`config.mk`:
```
export PLATFORM = sky130hd
export DESIGN_NAME = rule90_reverse
export DESIGN_NICKNAME = d
export VERILOG_FILES = /design/src/rtl/rule90_pkg.sv /design/src/rtl/rule90_fwd_step.sv /design/src/rtl/rule90_reverse.sv
export SDC_FILE = /design/constraint.sdc
export NUM_CORES = 2
export LEC_CHECK = 0
export CAP_MARGIN = 30
export CORE_AREA = 2 2 404 406
export CTS_BUF_LIST = sky130_fd_sc_hd__clkbuf_8
export CTS_CLUSTER_DIAMETER = 100
export DETAILED_ROUTE_END_ITERATION = 10
export DIE_AREA = 0 0 406 408
export PLACE_DENSITY = 0.81
export SYNTH_ARGS = -nofsm -noshare
export SYNTH_HDL_FRONTEND = slang
export SYNTH_HIERARCHICAL = 1
export SYNTH_SLANG_ARGS = --single-unit
export TNS_END_PERCENT = 30
```
`constraint.sdc`:
```
create_clock -name clk -period 4.7 [get_ports clk]
set_clock_uncertainty 0.15 [all_clocks]
set_input_delay 0.705 -clock clk [delete_from_list [all_inputs] [get_ports clk]]
set_output_delay 0.705 -clock clk [all_outputs]
set_load 0.01 [all_outputs]
```
`src/rtl/rule90_pkg.sv`:
```
// rule90_pkg
//   Shared definitions for the Rule 90 reverse stepper:
//     - state_t          : controller states {IDLE, SWEEP, DONE}
//     - DEFAULT_W        : default cell count (even, >= 4)
//     - DEFAULT_STEPS_W  : default width of the step-count field
//     - MAX_W            : widest cell count rule90_step can handle
//     - rule90_step()    : one forward Rule 90 generation, zero boundaries
package rule90_pkg;

    typedef enum logic [1:0] {
        IDLE  = 2'd0,
        SWEEP = 2'd1,
        DONE  = 2'd2
    } state_t;

    localparam int DEFAULT_W       = 512;
    localparam int DEFAULT_STEPS_W = 8;
    localparam int MAX_W           = 1024;

    // Forward generation of the low w cells of s: f[i] = s[i-1] ^ s[i+1].
    // Cells outside 0..w-1 read as zero. Result bits at or above w are zero.
    function automatic logic [MAX_W-1:0] rule90_step(input logic [MAX_W-1:0] s,
                                                     input int w);
        logic [MAX_W-1:0] f;
        logic             left;
        logic             right;
        f = '0;
        for (int i = 0; i < MAX_W; i++) begin
            if (i < w) begin
                // The inner ternaries keep every select in range; the outer
                // ones apply the zero boundary.
                left  = (i > 0)     ? s[(i > 0) ? i - 1 : 0]             : 1'b0;
                right = (i < w - 1) ? s[(i < MAX_W - 1) ? i + 1 : i]     : 1'b0;
                f[i]  = left ^ right;
            end
        end
        return f;
    endfunction

endpackage

```
`src/rtl/rule90_fwd_step.sv`:
```
// rule90_fwd_step
//   Combinational single forward Rule 90 generation of a W-cell row with
//   zero boundaries. Used to re-check each reverse generation.
//   Ports:
//     state      in  [W-1:0]  current row, bit i = cell i
//     next_state out [W-1:0]  row one generation later
module rule90_fwd_step
    import rule90_pkg::*;
#(
    parameter int W = DEFAULT_W
) (
    input  logic [W-1:0] state,
    output logic [W-1:0] next_state
);

    assign next_state = W'(rule90_step(MAX_W'(state), W));

endmodule

```
`src/rtl/rule90_reverse.sv`:
```
// rule90_reverse
//   Computes the N-th predecessor of a Rule 90 row (zero boundaries, even W).
//   A generation is solved serially, one odd and one even cell per cycle:
//     odd cells ascend   : p[1] = s[0],   p[2k+1] = s[2k]   ^ p[2k-1]
//     even cells descend : p[W-2] = s[W-1], p[2j] = s[2j+1] ^ p[2j+2]
//   so each generation takes W/2 cycles and no long XOR chain is built.
//   Optional build macro RULE90_VERIFY_EN adds a sticky `err` output that
//   steps every completed generation forward and compares it with its source.
//   Ports:
//     clk        in   clock, rising edge
//     resetn     in   synchronous active-low reset
//     in_valid   in   request valid
//     in_ready   out  high only in IDLE
//     in_data    in   [W-1:0] target row s
//     in_steps   in   [STEPS_W-1:0] number of reverse generations N
//     out_valid  out  result valid (DONE)
//     out_ready  in   result consumed
//     out_data   out  [W-1:0] predecessor row p, held through DONE
//     busy       out  high in SWEEP
//     err        out  (RULE90_VERIFY_EN only) forward re-check mismatch
//   W must be even, >= 4 and <= MAX_W.
module rule90_reverse
    import rule90_pkg::*;
#(
    parameter int W       = DEFAULT_W,
    parameter int STEPS_W = DEFAULT_STEPS_W
) (
    input  logic               clk,
    input  logic               resetn,
    input  logic               in_valid,
    output logic               in_ready,
    input  logic [W-1:0]       in_data,
    input  logic [STEPS_W-1:0] in_steps,
    output logic               out_valid,
    input  logic               out_ready,
    output logic [W-1:0]       out_data,
    output logic               busy
`ifdef RULE90_VERIFY_EN
    ,
    output logic               err
`endif
);

    localparam int HALF = W / 2;
    localparam int K_W  = (HALF > 1) ? $clog2(HALF) : 1;

    localparam logic [K_W-1:0]     K_LAST   = K_W'(HALF - 1);
    localparam logic [K_W-1:0]     K_ONE    = K_W'(1);
    localparam logic [STEPS_W-1:0] STEP_ONE = STEPS_W'(1);

    state_t             state_reg,   state_next;
    logic [W-1:0]       cur_reg,     cur_next;
    logic [W-1:0]       nxt_reg,     nxt_next;
    logic [K_W-1:0]     k_reg,       k_next;
    logic [STEPS_W-1:0] stepcnt_reg, stepcnt_next;
    logic [W-1:0]       out_data_reg, out_data_next;

    logic [K_W-1:0]     j;
    logic [K_W:0]       odd_idx;
    logic [K_W:0]       even_idx;
    logic               odd_bit;
    logic               even_bit;
    logic [W-1:0]       nxt_upd;

    // Mirror position of k for the descending even sweep.
    assign j        = K_LAST - k_reg;
    assign odd_idx  = {k_reg, 1'b1};
    assign even_idx = {j, 1'b0};

    // Both cells read the partner computed in an earlier cycle of the same
    // generation; the first cell of each sweep comes straight from cur.
    assign odd_bit  = (k_reg == '0) ? cur_reg[0]
                    : cur_reg[{k_reg, 1'b0}] ^ nxt_reg[{k_reg - K_ONE, 1'b1}];
    assign even_bit = (j == K_LAST) ? cur_reg[W-1]
                    : cur_reg[{j, 1'b1}] ^ nxt_reg[{j + K_ONE, 1'b0}];

    // nxt with this cycle's two resolved cells merged in. At k == W/2-1 this
    // is the completed predecessor generation.
    generate
        for (genvar gi = 0; gi < W; gi++) begin : g_upd
            if (gi % 2 == 1) begin : g_odd
                assign nxt_upd[gi] = (odd_idx == (K_W + 1)'(gi)) ? odd_bit : nxt_reg[gi];
            end else begin : g_even
                assign nxt_upd[gi] = (even_idx == (K_W + 1)'(gi)) ? even_bit : nxt_reg[gi];
            end
        end
    endgenerate

    always_comb begin
        state_next    = state_reg;
        cur_next      = cur_reg;
        nxt_next      = nxt_reg;
        k_next        = k_reg;
        stepcnt_next  = stepcnt_reg;
        out_data_next = out_data_reg;
        case (state_reg)
            IDLE: begin
                if (in_valid) begin
                    cur_next     = in_data;
                    stepcnt_next = in_steps;
                    k_next       = '0;
                    if (in_steps == '0) begin
                        out_data_next = in_data;
                        state_next    = DONE;
                    end else begin
                        state_next    = SWEEP;
                    end
                end
            end
            SWEEP: begin
                nxt_next = nxt_upd;
                if (k_reg == K_LAST) begin
                    cur_next     = nxt_upd;
                    stepcnt_next = stepcnt_reg - STEP_ONE;
                    k_next       = '0;
                    if (stepcnt_reg == STEP_ONE) begin
                        out_data_next = nxt_upd;
                        state_next    = DONE;
                    end
                end else begin
                    k_next = k_reg + K_ONE;
                end
            end
            DONE: begin
                if (out_ready) begin
                    state_next = IDLE;
                end
            end
            default: begin
                state_next = IDLE;
            end
        endcase
    end

    always_ff @(posedge clk) begin
        if (!resetn) begin
            state_reg    <= IDLE;
            cur_reg      <= '0;
            nxt_reg      <= '0;
            k_reg        <= '0;
            stepcnt_reg  <= '0;
            out_data_reg <= '0;
        end else begin
            state_reg    <= state_next;
            cur_reg      <= cur_next;
            nxt_reg      <= nxt_next;
            k_reg        <= k_next;
            stepcnt_reg  <= stepcnt_next;
            out_data_reg <= out_data_next;
        end
    end

    assign in_ready  = (state_reg == IDLE);
    assign out_valid = (state_reg == DONE);
    assign busy      = (state_reg == SWEEP);
    assign out_data  = out_data_reg;

`ifdef RULE90_VERIFY_EN
    logic [W-1:0] fwd;
    logic         err_reg;
    logic         gen_end;
    logic         accept;

    rule90_fwd_step #(
        .W (W)
    ) u_fwd (
        .state      (nxt_upd),
        .next_state (fwd)
    );

    assign gen_end = (state_reg == SWEEP) && (k_reg == K_LAST);
    assign accept  = (state_reg == IDLE) && in_valid;

    // Sticky until reset or the next accepted request.
    always_ff @(posedge clk) begin
        if (!resetn) begin
            err_reg <= 1'b0;
        end else if (accept) begin
            err_reg <= 1'b0;
        end else if (gen_end && (fwd != cur_reg)) begin
            err_reg <= 1'b1;
        end
    end

    assign err = err_reg;
`endif

endmodule

```
==> impl_metrics.env <==
export IMPL_fmax_mhz=217
export IMPL_wl_per_cell_um=29.6
export IMPL_fillCellCount=14200
export IMPL_p_leak_nw=31.4
export IMPL_yosysMostFrequentCell="o21ai_0"
export IMPL_grt_pass1_wl_um=497000
export IMPL_drc=0
export IMPL_routabilityCongestion=1.01
export IMPL_yosysTopAreaCell="dfxtp_1"
export IMPL_postSynthAreaPerCell_um2=8.24
export IMPL_synthArstFlopShare=0
export IMPL_critPathBufInv=5
export IMPL_worst_slew_pin_slew_ns=1.38
export IMPL_yosysSeqAreaShare=0.427
export IMPL_viasPerCell=6.51
export IMPL_syn_inst=8834
export IMPL_status="finished, final reports clean"
export IMPL_clock_latency_ns=1.06
export IMPL_power_frac_comb=0.243
export IMPL_power_frac_seq=0.404
export IMPL_hold_viol_final=0
export IMPL_clock_sinks=1554
export IMPL_rsz0062_at_grt="false"
export IMPL_synth_edf_count=0
export IMPL_root_buffer="clkbuf_8"
export IMPL_internal_power_mw=24.4
export IMPL_ir_worst_vdd_uv=316
export IMPL_cts_buffers=281
export IMPL_yosysTopAreaCellShare=0.427
export IMPL_ys_ff_latch=1554
export IMPL_slew_headroom=0.0809
export IMPL_dieArea_um2=166000
export IMPL_htreeDepth=5
export IMPL_p_sw_mw=12.1
export IMPL_syn_to_final_growth_pct=25.7
export IMPL_fp_dieH_um=408
export IMPL_path_cells="inv_1 > buf_4 > ha_4 > buf_12 > mux4_2 > nor2_1 > o22ai_1 > nand4_1 > o2111ai_1 > o41a_1 > a21oi_1 > nor2_4 > buf_12 > buf_12 > a211o_1 > a31oi_1"
export IMPL_synthTopCellsByCount="o21ai_0 (1,597), dfxtp_1 (1,554), nand2_1 (1,140)"
export IMPL_placed_cells=11500
export IMPL_tritoncts="done"
export IMPL_crit_family="compound AO/OA/AOI/OAI gates"
export IMPL_finalCriticalPeriod_ns=4.60
export IMPL_cp_end_kind="register"
export IMPL_grt_pass1_vias=71300
export IMPL_grtUsageTotal=0.408
export IMPL_first_pass_iters=10
export IMPL_hp_class="in2reg"
export IMPL_hold_buffers=0
export IMPL_cp_slowest_cell="ha_4"
export IMPL_grt_antenna_before_repair=73
export IMPL_overflow=0
export IMPL_setup_violations=0
export IMPL_finalNetCount=10100
export IMPL_critPathRequiredTime_ns=5.48
export IMPL_grt_max_degree=257
export IMPL_yosysWarnings=6
export IMPL_drive_gt1_frac=0.107
export IMPL_p_per_area_nw_per_um2=398
export IMPL_io_buffers=1038
export IMPL_fin_cells=12000
export IMPL_crit_path_frequent_cell="buf_12"
export IMPL_netlist_area_um2=72800
export IMPL_clkTransAtPathRegs_ns=0.07
export IMPL_arrival_ns=5.38
export IMPL_synth_area_top_cells="dfxtp_1 (43%), o21ai_0 (11%), mux4_2 (7.9%)"
export IMPL_num_rows=148
export IMPL_ys_flop_type="dfxtp_1"
export IMPL_worstSetupPathType="reg2reg"
export IMPL_slowest_delay_ns=0.50
export IMPL_drv_slew=0
export IMPL_clockBufferDepth=4
export IMPL_die_w_um=406
export IMPL_coreArea_um2=162000
export IMPL_syn_nets=9365
export IMPL_setup_tns_ns=0
export IMPL_io_pins=1039
export IMPL_floorplan_initialDensity=0.451
export IMPL_yosysUniqueCellTypes=71
export IMPL_vias=78100
export IMPL_pwr_share_clk=0.352
export IMPL_start_kind="register"
export IMPL_post_route_period_util=0.979
export IMPL_postRouteAntennaNets=0
export IMPL_drt_iter0_drc=12200
export IMPL_wirelength_um=355000
export IMPL_hpwl_um=255000
export IMPL_switching_share=0.331
export IMPL_path_max_fanout=29
export IMPL_drv_cap=0
==> stage by stage <==
stage | hold slack [ns] | worst slack, ns | utilization | power, mW | cell area (µm²)
after floorplan | 0.287 | 0.325 | - | 19.2 | 72800
after global placement | 0.297 | -0.160 | 0.530 | 23.4 | 85700
after detailed placement | 0.306 | -0.0359 | 0.531 | 23.5 | 85900
after CTS | 0.0383 | 0.0208 | 0.565 | 36.1 | 91400
after global routing | 0.0725 | 0.00801 | 0.566 | 37.5 | 91500
final | 0.0753 | 0.0988 | 0.566 | 36.5 | 91500
==> worst reg2reg max path: stages (launching register included) <==
cell and delay (ns):
dfxtp_4 0.41, inv_1 0.09, buf_4 0.15, ha_4 0.51, buf_12 0.30, mux4_2 0.46
nor2_1 0.38, o22ai_1 0.12, nand4_1 0.17, o2111ai_1 0.14, o41a_1 0.18, a21oi_1 0.36
nor2_4 0.17, buf_12 0.20, buf_12 0.23, a211o_1 0.31, a31oi_1 0.20
==> cells in the final DEF, fill, tap and decap left out, types with 24 or more instances in the layout <==
master           count
and2_1             535
inv_1               89
or3_1              172
o22ai_1             36
clkbuf_8           356
o211ai_1           104
a31oi_1            394
mux4_2             255
a311o_1             40
o31ai_1             69
clkdlybuf4s50_1   1037
nor2_1             579
buf_4              212
a21oi_1            355
o31ai_2             50
diode_2             49
nand3_1            658
nand2_1           1124
a211oi_1            24
a211o_1            146
dfxtp_1           1552
a22oi_1             67
buf_12              73
o21ai_0           1596
==> worst paths after layout <==
check / from / slack, ns / endpoint / depth (start not counted)
hold reg to reg: cur_reg[1] / 0.31 / cur_reg[1] / 2
setup reg to reg: k_reg[0] / 0.1 / out_data[470] / 16
hold / removal: resetn / 0.08 / out_data[506] / 3
setup / recovery: k_reg[0] / 0.1 / out_data[470] / 16
==> power by group through the flow <==
stage                     combinational [mW]  sequential, mW  clock, mW
after floorplan                         4.27            14.9          0
after global placement                  8.41            15.0          0
after detailed placement                8.53            15.0          0
after CTS                               8.58            14.7       12.8
after global routing                    9.25            14.8       13.4
final                                   8.88            14.7       12.9
==> per-layer routing <==
| metal | track usage | vias to the layer above | wire, µm |
|---|---|---|---|
| met3 | 0.144 | 1370 | 49400 |
| met2 | 0.571 | 6191 | 146000 |
| met5 | 0 | - | 166 |
| met4 | 0.295 | 26 | 29600 |
| met1 | 0.516 | 37100 | 130000 |
| li1 | - | 33400 | - |
==> final cells by class <==
cell class              instances  area (µm²)  share of cell area
diodes                         49         123             0.00134
clock buffers                 356        4900              0.0535
inverters                      12        52.6            0.000574
multi-input cells            6417       38400               0.420
repair buffers               1332       13700               0.149
clock inverters               102         549             0.00600
flip-flops and latches       1554       31100               0.340
well taps                    2175        2720              0.0297
==> repair_timing <==
item                                    4_1_cts  5_1_grt
setup buffers                                 2        1
endpoints found under the setup margin      101      413
pin swaps                                     1        1
cloned                                        0        1
gates resized for setup                       1        4
==> cells by family (layout without fill, tap and decap cells) <==
logic type      after synthesis  after routing  synth area share
simple gates               3184           3184             0.203
compound gates             2955           2955             0.239
flops                      1554           1554             0.427
buf+inv                     863           1802            0.0487
mux                         259            259            0.0794
xor+xnor                     12             12           0.00165
fa+ha+maj                     7              7           0.00120
other cells                   0             49                 0
Note: power is estimated with default switching activity, not from simulation.
